`config.mk`:
```
export PLATFORM = sky130hd
export DESIGN_NAME = spram32_bridge_flat
export DESIGN_NICKNAME = d
export VERILOG_FILES = /design/src/rtl/spram32_bridge_if.sv /design/src/rtl/spram32_bridge.sv /design/src/flat_wrapper.sv
export SDC_FILE = /design/constraint.sdc
export NUM_CORES = 1
export LEC_CHECK = 0
export ABC_AREA = 1
export CAP_MARGIN = 30
export CORE_ASPECT_RATIO = 0.7
export CORE_MARGIN = 2
export CORE_UTILIZATION = 51
export DETAILED_ROUTE_END_ITERATION = 12
export GPL_TIMING_DRIVEN = 0
export HOLD_SLACK_MARGIN = 0.15
export MAX_ROUTING_LAYER = met4
export PLACE_DENSITY = 0.86
export SYNTH_ARGS = -nofsm -noshare
export SYNTH_HDL_FRONTEND = slang
export SYNTH_SLANG_ARGS = --single-unit
```
`constraint.sdc`:
```
create_clock -name clock -period 9.35 [get_ports clock]
set_clock_uncertainty 0.2 [all_clocks]
set_input_delay 1.87 -clock clock [delete_from_list [all_inputs] [get_ports clock]]
set_output_delay 1.87 -clock clock [all_outputs]
set_load 0.1 [all_outputs]
```
`src/rtl/spram32_bridge_if.sv`:
```
// Bus bundle for spram32_bridge: the 32-bit word request/response port
// toward the CPU/DMA master plus the 16-bit port toward the SPRAM wrapper.
// The slave view belongs to the bridge. The master view is the environment
// around it: it drives requests and returns SPRAM read data.
interface spram32_bridge_if;
    logic        req_valid;
    logic        req_ready;
    logic [12:0] req_addr;
    logic [31:0] req_wdata;
    logic [3:0]  req_wstrb;
    logic        rsp_valid;
    logic [31:0] rsp_rdata;
    logic [13:0] spram_addr;
    logic [15:0] spram_data_in;
    logic [3:0]  spram_wmask;
    logic        spram_wenable;
    logic [15:0] spram_data_out;

    modport slave (
        input  req_valid, req_addr, req_wdata, req_wstrb, spram_data_out,
        output req_ready, rsp_valid, rsp_rdata,
        output spram_addr, spram_data_in, spram_wmask, spram_wenable
    );

    modport master (
        output req_valid, req_addr, req_wdata, req_wstrb, spram_data_out,
        input  req_ready, rsp_valid, rsp_rdata,
        input  spram_addr, spram_data_in, spram_wmask, spram_wenable
    );
endinterface

```
`src/rtl/spram32_bridge.sv`:
```
// spram32_bridge: presents 8K x 32 memory with byte-enable writes on top of
// a single 16K x 16 iCE40 SPRAM. Each word access becomes two 16-bit
// accesses, low half first. One transaction is in flight at a time, and a
// new one can be accepted in the cycle the previous one completes.
// Optional feature: define SPRAM_BRIDGE_REGOUT_EN to add one register
// stage on rsp_valid/rsp_rdata, which raises the latency from 3 to 4.
module spram32_bridge (
    input  logic            clock,
    input  logic            reset,
    spram32_bridge_if.slave bus
);

    typedef enum logic [1:0] {
        IDLE = 2'd0,
        LO   = 2'd1,
        HI   = 2'd2,
        FIN  = 2'd3
    } state_t;

    state_t      state_q, state_d;

    logic [12:0] addr_q;
    logic [31:0] wdata_q;
    logic [3:0]  wstrb_q;
    logic        isWrite_q;
    logic [31:0] rdata_q;

    logic [13:0] spramAddr_q, spramAddr_d;
    logic [15:0] spramData_q, spramData_d;
    logic [3:0]  spramWmask_q, spramWmask_d;
    logic        spramWenable_q, spramWenable_d;

    logic        reqReady;
    logic        accept;
    logic        rspFire;
    logic [31:0] rdataNow;

    assign reqReady = (state_q == IDLE) || (state_q == FIN);
    assign accept   = bus.req_valid && reqReady;
    assign rspFire  = (state_q == FIN);

    // The upper read half arrives during FIN, so it is forwarded straight from the SPRAM to build the full word.
    assign rdataNow = (rspFire && !isWrite_q) ? {bus.spram_data_out, rdata_q[15:0]} : rdata_q;

    // Next state and the SPRAM drive values that take effect on entry to LO or HI
    always_comb begin
        state_d        = state_q;
        spramAddr_d    = spramAddr_q;
        spramData_d    = spramData_q;
        spramWmask_d   = 4'b0000;
        spramWenable_d = 1'b0;
        case (state_q)
            IDLE, FIN: begin
                if (accept) begin
                    state_d        = LO;
                    spramAddr_d    = {bus.req_addr, 1'b0};
                    spramData_d    = bus.req_wdata[15:0];
                    spramWmask_d   = {bus.req_wstrb[1], bus.req_wstrb[1],
                                      bus.req_wstrb[0], bus.req_wstrb[0]};
                    spramWenable_d = |bus.req_wstrb[1:0];
                end else begin
                    state_d = IDLE;
                end
            end
            LO: begin
                state_d        = HI;
                spramAddr_d    = {addr_q, 1'b1};
                spramData_d    = wdata_q[31:16];
                spramWmask_d   = {wstrb_q[3], wstrb_q[3], wstrb_q[2], wstrb_q[2]};
                spramWenable_d = |wstrb_q[3:2];
            end
            HI: begin
                state_d = FIN;
            end
        endcase
    end

    // State register and registered SPRAM drive; reset drops wenable without waiting for a clock
    always_ff @(posedge clock or posedge reset) begin
        if (reset) begin
            state_q        <= IDLE;
            spramAddr_q    <= '0;
            spramData_q    <= '0;
            spramWmask_q   <= '0;
            spramWenable_q <= 1'b0;
        end else begin
            state_q        <= state_d;
            spramAddr_q    <= spramAddr_d;
            spramData_q    <= spramData_d;
            spramWmask_q   <= spramWmask_d;
            spramWenable_q <= spramWenable_d;
        end
    end

    // Hold the accepted request so the high half can be issued after the low half
    always_ff @(posedge clock or posedge reset) begin
        if (reset) begin
            addr_q    <= '0;
            wdata_q   <= '0;
            wstrb_q   <= '0;
            isWrite_q <= 1'b0;
        end else if (accept) begin
            addr_q    <= bus.req_addr;
            wdata_q   <= bus.req_wdata;
            wstrb_q   <= bus.req_wstrb;
            isWrite_q <= |bus.req_wstrb;
        end
    end

    // Collect read halves as they come back one cycle after their address; writes leave the data alone
    always_ff @(posedge clock or posedge reset) begin
        if (reset) begin
            rdata_q <= '0;
        end else if (!isWrite_q) begin
            if (state_q == HI) begin
                rdata_q[15:0] <= bus.spram_data_out;
            end else if (state_q == FIN) begin
                rdata_q[31:16] <= bus.spram_data_out;
            end
        end
    end

`ifdef SPRAM_BRIDGE_REGOUT_EN
    logic        rspValid_q;
    logic [31:0] rspRdata_q;

    // Extra output stage on the response; the state machine timing is unchanged
    always_ff @(posedge clock or posedge reset) begin
        if (reset) begin
            rspValid_q <= 1'b0;
            rspRdata_q <= '0;
        end else begin
            rspValid_q <= rspFire;
            rspRdata_q <= rdataNow;
        end
    end

    assign bus.rsp_valid = rspValid_q;
    assign bus.rsp_rdata = rspRdata_q;
`else
    assign bus.rsp_valid = rspFire;
    assign bus.rsp_rdata = rdataNow;
`endif

    assign bus.req_ready     = reqReady;
    assign bus.spram_addr    = spramAddr_q;
    assign bus.spram_data_in = spramData_q;
    assign bus.spram_wmask   = spramWmask_q;
    assign bus.spram_wenable = spramWenable_q;

endmodule

```
`src/flat_wrapper.sv`:
```
// flat-port wrapper written by rule: the top's interface ports become plain ports
module spram32_bridge_flat 
  (clock, reset, bus_req_valid, bus_req_addr, bus_req_wdata, bus_req_wstrb, bus_spram_data_out, bus_req_ready, bus_rsp_valid, bus_rsp_rdata, bus_spram_addr, bus_spram_data_in, bus_spram_wmask, bus_spram_wenable);
  spram32_bridge_if bus_i ();
  input  logic clock;
  input  logic reset;
  input wire logic [$bits(bus_i.req_valid)-1:0] bus_req_valid;
  input wire logic [$bits(bus_i.req_addr)-1:0] bus_req_addr;
  input wire logic [$bits(bus_i.req_wdata)-1:0] bus_req_wdata;
  input wire logic [$bits(bus_i.req_wstrb)-1:0] bus_req_wstrb;
  input wire logic [$bits(bus_i.spram_data_out)-1:0] bus_spram_data_out;
  output wire logic [$bits(bus_i.req_ready)-1:0] bus_req_ready;
  output wire logic [$bits(bus_i.rsp_valid)-1:0] bus_rsp_valid;
  output wire logic [$bits(bus_i.rsp_rdata)-1:0] bus_rsp_rdata;
  output wire logic [$bits(bus_i.spram_addr)-1:0] bus_spram_addr;
  output wire logic [$bits(bus_i.spram_data_in)-1:0] bus_spram_data_in;
  output wire logic [$bits(bus_i.spram_wmask)-1:0] bus_spram_wmask;
  output wire logic [$bits(bus_i.spram_wenable)-1:0] bus_spram_wenable;
  assign bus_i.req_valid = bus_req_valid;
  assign bus_i.req_addr = bus_req_addr;
  assign bus_i.req_wdata = bus_req_wdata;
  assign bus_i.req_wstrb = bus_req_wstrb;
  assign bus_i.spram_data_out = bus_spram_data_out;
  assign bus_req_ready = bus_i.req_ready;
  assign bus_rsp_valid = bus_i.rsp_valid;
  assign bus_rsp_rdata = bus_i.rsp_rdata;
  assign bus_spram_addr = bus_i.spram_addr;
  assign bus_spram_data_in = bus_i.spram_data_in;
  assign bus_spram_wmask = bus_i.spram_wmask;
  assign bus_spram_wenable = bus_i.spram_wenable;
  spram32_bridge u_core (.clock(clock), .reset(reset), .bus(bus_i));
endmodule
```
==> metrics.yaml <==
floorplanning:
  core-area_um2: 8510
  initial_core_util: 0.529
  rows: 28
  dieWidth_um: 116
  die_h_um: 82.6
  die-area_um2: 9610
  io_pins: 137
global_routing:
  antenna_found_initial: 0
  grt_pass1_vias: 4106
  track_usage: 0.272
  grt.overflow.total: 0
  grt_first_pass_wirelength_um: 19400
  grt_max_degree: 65
logic_synthesis:
  synth.net_count: 623
  synth_area_per_cell_um2: 8.17
  ys_types: 16
  syn_area_um2: 4500
  yosysTopAreaCellShare: 0.550
  ys_ff_latch: 99
  yosysTopAreaCell: "dfrtp_1"
  yosysSeqAreaShare: 0.550
  syn_inst: 551
  yosys_warnings: 0
  synth_area_leaders: "dfrtp_1 55%, nand2_1 18%, o21ai_0 9.7%"
worst_setup_path:
  path_max_fanout: 3
  path_delay_family: "buffers and inverters"
  crit_slowest_cell: "clkdlybuf4s50_1"
  critical_path_class: "input port to primary output"
  cp_cell_sequence: "clkdlybuf4s50_1 > inv_1 > o21ai_0 > clkdlybuf4s50_1"
  cp.required_ns: 7.28
  start_kind: "input port"
  path_common_cell: "clkdlybuf4s50_1"
  slowest_delay_ns: 1.18
  cp-end-kind: "primary output"
  crit_buf_inv: 3
  arrival_ns: 3.80
timing:
  rsz0062_at_grt: "no"
  final_max_slew_viol_count: 0
  slew_headroom: 0.323
  setup_viol: 0
  period_needed_ns: 5.87
  post-route-period-util: 0.628
  timing_hold_violations_final: 0
  max_clock_freq_mhz: 170
  worst_pin_slew_ns: 1.01
  setup_tns_ns: 0
route:
  drtPass1Iterations: 5
  via_count: 4240
  wirelength_um: 12000
  avgViaCountPerCell: 5.15
  drtAntennaViolNets: 0
  drc_errors: 0
  wl_per_cell_um: 14.5
  drt_iter0_markers: 381
cells_and_area:
  multi_input_area_um2: 1510
  fillers: 639
  antenna_cells: 0
  layout_common_cells: "211 x nand2_1, 136 x clkdlybuf4s50_1, 99 x dfrtp_1"
  nets: 771
  final_common_cell: "nand2_1"
  drive_gt1_frac: 0.0938
  syn_to_final_growth_pct: 41.0
  seq_area_um2: 2480
place:
  dp_hpwl_um: 8790
  gp_congestion: 0.878
  io_buffers: 136
clock_tree:
  worstSkewPairLatency_ns: 0.34
  cts_buffers: 9
  cts_root_buffer: "clkbuf_16"
  clockBufferDepth: 2
  cts_tree: "yes"
  cts_resized: 0
  cts_num_sinks: 99
  htreeDepth: 3
  postCtsSetupRepairBufs: 0
  clkTransAtPathRegs_ns: 0.06
  cts_hold_buffers: 0
run_status:
  status: "finished, final reports clean"
min_path:
  hp-class: "flip-flop to flip-flop"
run:
  drv_cap: 0
[stage by stage]
| step | setup slack (ns) | hold slack [ns] | util | instances | cell area [µm²] |
|---|---|---|---|---|---|
| floorplan | 3.26 | 0.249 | - | 551 | 4500 |
| global placement | 3.37 | 0.263 | 0.706 | 807 | 6010 |
| detailed placement | 3.46 | 0.265 | 0.710 | 808 | 6040 |
| CTS | 3.46 | 0.283 | 0.746 | 824 | 6350 |
| global route | 3.40 | 0.308 | 0.746 | 824 | 6350 |
| finish | 3.48 | 0.284 | 0.746 | 824 | 6350 |
[registers in the layout, summed over array words and instances, names as in the netlist]
register / cells
u_core.bus.spram_data_in: 16
u_core.isWrite_q: 1
u_core.wdata_q: 16
u_core.bus.spram_addr: 14
u_core.bus.spram_wenable: 1
u_core.state_q: 2
u_core.addr_q: 13
u_core.rdata_q: 32
u_core.wstrb_q: 2
u_core.bus.spram_wmask: 2
[layout make-up]
cell class	count	area share
Clock buffer	11	0.0382
Clock inverter	5	0.00985
Inverter	53	0.0317
Sequential cell	99	0.390
Timing Repair Buffer	137	0.219
Multi-Input combinational cell	349	0.238
Tap cell	120	0.0236
Buffer	50	0.0499
[layer usage]
| layer | vias up | share of wire | GRT usage |
|---|---|---|---|
| met2 | 208 | 0.47 | 0.436 |
| met5 | - | 0 | - |
| met1 | 2014 | 0.43 | 0.345 |
| met4 | 0 | 0.015 | 0.0952 |
| met3 | 21 | 0.087 | 0.0642 |
| li1 | 1997 | - | - |
[cells by family after synthesis]
kind of cell,after synthesis,share of synthesized area
flops,99,0.550
fa+ha+maj,4,0.0111
buf+inv,103,0.114
simple gates,251,0.219
compound gates,94,0.105
[final timing paths]
kind	startpoint	end	slack (ns)	cells past startpoint
min in group asynchronous	reset	u_core.wdata_q[21]	1.71	2
max	bus_spram_data_out[6]	bus_rsp_rdata[22]	3.48	4
max reg2reg	u_core.state_q[0]	u_core.bus.spram_wmask[1]	7.46	7
min	u_core.wdata_q[17]	u_core.wdata_q[17]	0.28	2
min reg2reg	u_core.wdata_q[17]	u_core.wdata_q[17]	0.28	2
max in group asynchronous	reset	u_core.rdata_q[13]	6.59	3
[synth_stat cells]
master	number
ha_1	4
nor2_1	7
nand2_2	2
inv_2	2
inv_1	51
nand3_1	31
a21oi_1	2
dfrtp_1	99
buf_2	19
nand2_1	211
o21ai_2	1
buf_4	22
clkbuf_1	6
buf_6	3
o21ai_1	4
o21ai_0	87
[worst register-to-register path: cells and delay by family, from the launching register on]
family,cells,cell delay (ns)
AO/OA/AOI/OAI,1,0.22
buffers and inverters,3,0.36
flip-flops,1,0.39
adder cells (fa/ha/maj),1,0.39
AND/OR/NAND/NOR,2,0.23
Power is left out: the tool's default activity adds up to more than one toggle a clock period on the data nets, which glitch-free logic cannot reach.
